<file path="config.mk">
export PLATFORM = sky130hd
export DESIGN_NAME = mips8_pc_seq
export DESIGN_NICKNAME = d
export VERILOG_FILES = /design/src/rtl/mips8_pc_seq.sv
export SDC_FILE = /design/constraint.sdc
export NUM_CORES = 1
export LEC_CHECK = 0
export CAP_MARGIN = 20
export CELL_PAD_IN_SITES_DETAIL_PLACEMENT = 1
export CELL_PAD_IN_SITES_GLOBAL_PLACEMENT = 2
export CORE_MARGIN = 4
export CORE_UTILIZATION = 29
export DETAILED_ROUTE_END_ITERATION = 7
export GPL_TIMING_DRIVEN = 0
export PLACE_DENSITY = 0.82
export SETUP_SLACK_MARGIN = 0.3
export SLEW_MARGIN = 10
export SYNTH_ARGS = -nofsm -noshare
export SYNTH_HDL_FRONTEND = slang
export SYNTH_SLANG_ARGS = --single-unit
export TNS_END_PERCENT = 100
</file>
<file path="constraint.sdc">
create_clock -name clk -period 4.9 [get_ports clk]
set_clock_uncertainty 0.15 [all_clocks]
set_input_delay 0.98 -clock clk [delete_from_list [all_inputs] [get_ports clk]]
set_output_delay 0.98 -clock clk [all_outputs]
set_load 0.05 [all_outputs]
</file>
<file path="src/rtl/mips8_pc_seq.sv">
// mips8_pc_seq: registered program-counter sequencer for the 8-bit
// single-cycle MIPS core. It drives the core's pc with start/halt control,
// taken branches, an end-of-program stop and a retired-instruction counter.
//
// Build option: define MIPS8_PC_STEP_EN to add the single-step (STEP)
// state. Without it the step input is ignored and state never reads 3.
module mips8_pc_seq #(
    parameter logic [7:0] PC_RESET = 8'd0,
    parameter logic [7:0] PC_LAST  = 8'd20,
    parameter int         CNT_W    = 16
) (
    input  logic             clk,
    input  logic             reset,
    input  logic             start,
    input  logic             halt_req,
    input  logic             step,
    input  logic             br_taken,
    input  logic [7:0]       br_target,
    output logic [7:0]       pc,
    output logic             pc_valid,
    output logic             done,
    output logic [2:0]       state,
    output logic [CNT_W-1:0] retired
);

    // State encodings are visible on the state port, so they are fixed values.
    localparam logic [2:0] S_IDLE = 3'd0;
    localparam logic [2:0] S_RUN  = 3'd1;
    localparam logic [2:0] S_HALT = 3'd2;
`ifdef MIPS8_PC_STEP_EN
    localparam logic [2:0] S_STEP = 3'd3;
`endif
    localparam logic [2:0] S_DONE = 3'd4;

    logic [2:0]       r_state;
    logic [7:0]       r_pc;
    logic             r_pc_valid;
    logic             r_done;
    logic [CNT_W-1:0] r_retired;

    logic [2:0]       w_next_state;
    logic [7:0]       w_adv_pc;
    logic             w_at_end;
    logic             w_restart;

`ifndef MIPS8_PC_STEP_EN
    // Single-step is compiled out; the input is deliberately left unused.
    logic w_step_unused;
    assign w_step_unused = step;
`endif

    // Next-PC for an executing cycle: branch, hold at the last address, or
    // increment with natural 8-bit wrap-around.
    assign w_adv_pc = br_taken          ? br_target :
                      (r_pc == PC_LAST) ? r_pc      :
                                          r_pc + 8'd1;

    // The executing instruction is the last one and does not branch away.
    assign w_at_end = (r_pc == PC_LAST) && !br_taken;

    // A start from IDLE or DONE begins a fresh run at PC_RESET.
    assign w_restart = start && ((r_state == S_IDLE) || (r_state == S_DONE));

    // Next-state decode for the sequencer FSM.
    always_comb begin
        // NOTE: default first so every path assigns w_next_state; otherwise
        // a missed branch would infer a latch.
        w_next_state = r_state;
        case (r_state)
            S_IDLE: begin
                if (start) w_next_state = S_RUN;
            end
            S_RUN: begin
                if (w_at_end)      w_next_state = S_DONE;
                else if (halt_req) w_next_state = S_HALT;
            end
            S_HALT: begin
                if (start) w_next_state = S_RUN;
`ifdef MIPS8_PC_STEP_EN
                else if (step) w_next_state = S_STEP;
`endif
            end
`ifdef MIPS8_PC_STEP_EN
            S_STEP: begin
                w_next_state = w_at_end ? S_DONE : S_HALT;
            end
`endif
            S_DONE: begin
                if (start) w_next_state = S_RUN;
            end
            default: w_next_state = S_IDLE;
        endcase
    end

    // State, status flags, pc and retired counter; reset overrides everything.
    always_ff @(posedge clk) begin
        // NOTE: sequential state uses non-blocking assignments so every
        // register samples pre-edge values regardless of statement order.
        if (reset) begin
            r_state    <= S_IDLE;
            r_pc       <= PC_RESET;
            r_pc_valid <= 1'b0;
            r_done     <= 1'b0;
            r_retired  <= '0;
        end else begin
            r_state <= w_next_state;
`ifdef MIPS8_PC_STEP_EN
            r_pc_valid <= (w_next_state == S_RUN) || (w_next_state == S_STEP);
`else
            r_pc_valid <= (w_next_state == S_RUN);
`endif
            r_done <= (w_next_state == S_DONE);

            // Branch inputs only matter while an instruction is executing.
            if (r_pc_valid) begin
                r_pc <= w_adv_pc;
            end else if (w_restart) begin
                r_pc <= PC_RESET;
            end

            // Counter saturates at all-ones instead of wrapping.
            if (w_restart) begin
                r_retired <= '0;
            end else if (r_pc_valid && (r_retired != {CNT_W{1'b1}})) begin
                r_retired <= r_retired + CNT_W'(1);
            end
        end
    end

    assign pc       = r_pc;
    assign pc_valid = r_pc_valid;
    assign done     = r_done;
    assign state    = r_state;
    assign retired  = r_retired;

endmodule

</file>
==> flow_metrics.py <==
metrics = {
    "critical_path": {
        "arrival_ns": 2.77,
        "cp_slowest_cell": "clkdlybuf4s50_1",
        "start_kind": "input port",
        "crit_path_end_kind": "flip-flop",
        "startpoint": "start",
        "rr_worst_depth": 5,
        "r2r_setup_slack_ns": 2.78,
        "critPathTopFamily": "buffers and inverters",
        "critical_path_class": "in -> reg",
        "worstPathMaxFanout": 10,
        "crit_buf_inv": 3,
        "critical_path.max_stage_delay_ns": 0.50,
        "cp.required_ns": 4.91,
        "worstReg2RegStart": "retired[5]",
        "r2r-end": "retired[1]",
        "path_cells": "clkdlybuf4s50_1, nor3b_1, or2_2, clkbuf_1, buf_2, nor3_1",
    },
    "worst_hold_path": {
        "hold-path-cell-count": 2,
        "hp-start": "retired[1]",
        "holdPathEnd": "retired[1]",
        "hp-class": "reg -> reg",
    },
    "cts": {
        "cts_hold_buf": 0,
        "clk_latency_ns": 0.28,
        "cts_root_buf": "clkbuf_8",
        "cts_buffer_depth": 2,
        "post-cts-setup-buffers": 0,
        "ctsResizeCount": 0,
        "htree_levels": 2,
        "clkSlewWorstSetupHoldPaths_ns": 0.06,
        "cts_tree": "yes",
        "cts_buffers": 5,
        "clkSinkCount": 29,
    },
    "layout": {
        "syn_to_final_growth_pct": 36.9,
        "nets": 254,
        "diodes": 0,
        "drive_gt1_share_pct": 7.20,
        "postLayoutCellArea_um2": 2120,
        "final_common_cell": "clkdlybuf4s50_1",
        "final_cell_mix": "clkdlybuf4s50_1, dfxtp_1, a21oi_1",
    },
    "synthesis": {
        "synth_warnings": 0,
        "synth_flop_cell": "dfxtp_1",
        "async_flop_share_pct": 0,
        "synth_top_cell_by_area": "dfxtp_1",
        "seq_area_frac_synth_pct": 37.4,
        "avgSynthCellArea_um2": 8.21,
        "yosysUniqueCellTypes": 40,
        "synth_cells": 189,
        "ys_seq_elements": 29,
        "synth_area_um2": 1550,
        "synth_top_area_share_pct": 37.4,
        "syn_nets": 206,
        "synth.area.top_cells": "dfxtp_1, a21oi_1, nand3_1",
        "synth_edf_count": 0,
    },
    "flow_run": {
        "drv_cap": 0,
    },
    "place": {
        "io_buffers": 41,
        "place_area_um2": 2050,
        "routabilityCongestion": 0.760,
        "post-place-ws_ns": 1.84,
        "hpwl_um": 3580,
    },
    "detailed_routing": {
        "wl_per_cell_um": 15.6,
        "first_pass_iters": 4,
        "wl_met1_um": 2340,
        "vias_per_cell": 5.37,
        "route.detailed.drc": 0,
        "vias": 1644,
        "wl_met3_um": 155,
        "finalWirelength_um": 4780,
        "drtIter0Drc": 63,
        "dr.max_layer_used": "met4",
        "drtAntennaViolNets": 0,
        "dr_wl_met2_um": 2230,
    },
    "timing": {
        "slew_headroom_pct": 59.1,
        "whs_ns": 0.370,
        "setup_viol": 0,
        "final.setup.worst_slack_ns": 2.14,
        "worst_pin_slew_ns": 0.609,
        "finalCritPeriodShare_pct": 56.3,
        "layout_min_cycle_time_ns": 2.76,
        "final_max_slew_viol_count": 0,
        "hold_viol": 0,
        "fmax_mhz": 362,
        "rsz0062_at_grt": "false",
        "tns_ns": 0,
    },
    "power": {
        "powerDensity_nw_per_um2": 235,
        "p_leak_uw": 0.000666,
        "ir_worst_vdd_mv": 0.143,
    },
    "floorplanning": {
        "die_h_um": 81.1,
        "io_pins": 43,
        "die_w_um": 81.1,
        "dieArea_um2": 6580,
        "start_util_pct": 30.2,
        "std_cell_rows": 26,
        "core_area_um2": 5140,
    },
    "grt": {
        "grt_max_degree": 11,
        "gr-usage-all-layers_pct": 15.9,
        "grt_overflow": 0,
        "grt_pass1_wl_um": 8090,
        "grt_pass1_vias": 1595,
        "grt_antenna_before_repair": 0,
    },
    "run_status": {
        "outcome": "finished clean",
    },
}
## kinds of logic (layout without fill, tap and decap cells)
logic type	Yosys count	after routing	synth area share, %
AND/OR/NAND/NOR	87	87	32.5
AO/OA/AOI/OAI	49	49	20.9
flip-flops	29	29	37.4
buffers and inverters	17	64	4.35
adder cells (fa/ha/maj)	3	3	2.42
XOR/XNOR	2	2	1.13
multiplexers	2	2	1.29
## worst min-delay path: cells and delay by family (launching register included)
family | cells | cell delay [ns]
compound gates | 2 | 0.14
flops | 1 | 0.33
## per-stage QoR
| stage | power (uW) | utilization (%) | std cells |
|---|---|---|---|
| floorplan | 295 | - | 189 |
| global placement | 325 | 39.9 | 300 |
| detailed placement | 326 | 39.9 | 300 |
| CTS | 510 | 41.3 | 306 |
| global route | 531 | 41.3 | 306 |
| finish | 500 | 41.3 | 306 |
## worst max path at each step
| stage | end | slack [ns] | depth (start not counted) |
|---|---|---|---|
| floorplan | pc[3] | 2.51 | 4 |
| detailed placement | pc[6] | 1.84 | 5 |
| global route | pc[7] | 1.93 | 5 |
| finish | retired[3] | 2.14 | 6 |
| global placement | pc_valid | 1.84 | 5 |
| CTS | pc[7] | 2.13 | 5 |
## report_power, final
| part | switching [uW] | leakage (uW) | internal, uW | total [uW] |
|---|---|---|---|---|
| registers | 5.92 | 0.000235 | 240 | 246 |
| clock network | 87.0 | 0.0000399 | 93.1 | 180 |
| logic | 43.3 | 0.000392 | 30.1 | 73.3 |
## registers in the layout, indices dropped and copies added (netlist names)
name and count:
retired 16, state 3, pc 8, pc_valid 1, done 1
## layer usage
metal | track usage (%) | up-vias
li1 | - | 817
met1 | 22.9 | 793
met2 | 23.2 | 29
met3 | 3.44 | 5
met4 | 5.57 | 0
met5 | 0 | -
## cell usage after synthesis (5+ instances only)
library cell,n
or3_1,6
or4_1,5
nand3_1,11
a21oi_1,17
dfxtp_1,29
nand2_1,12
nor3_1,11
a221oi_1,5
o21ai_0,10
nand4_1,7
inv_1,10
nor2_1,10
## layout make-up
cell class,count,area (um^2)
Clock buffer,5,68.8
Buffer,7,30.0
Clock inverter,1,5.00
Multi-Input combinational cell,143,903
Timing Repair Buffer,41,410
Sequential cell,29,581
Inverter,10,37.5
Tap cell,70,87.6
Fill cell,652,3020
Note: power is estimated with default switching activity, not from simulation.
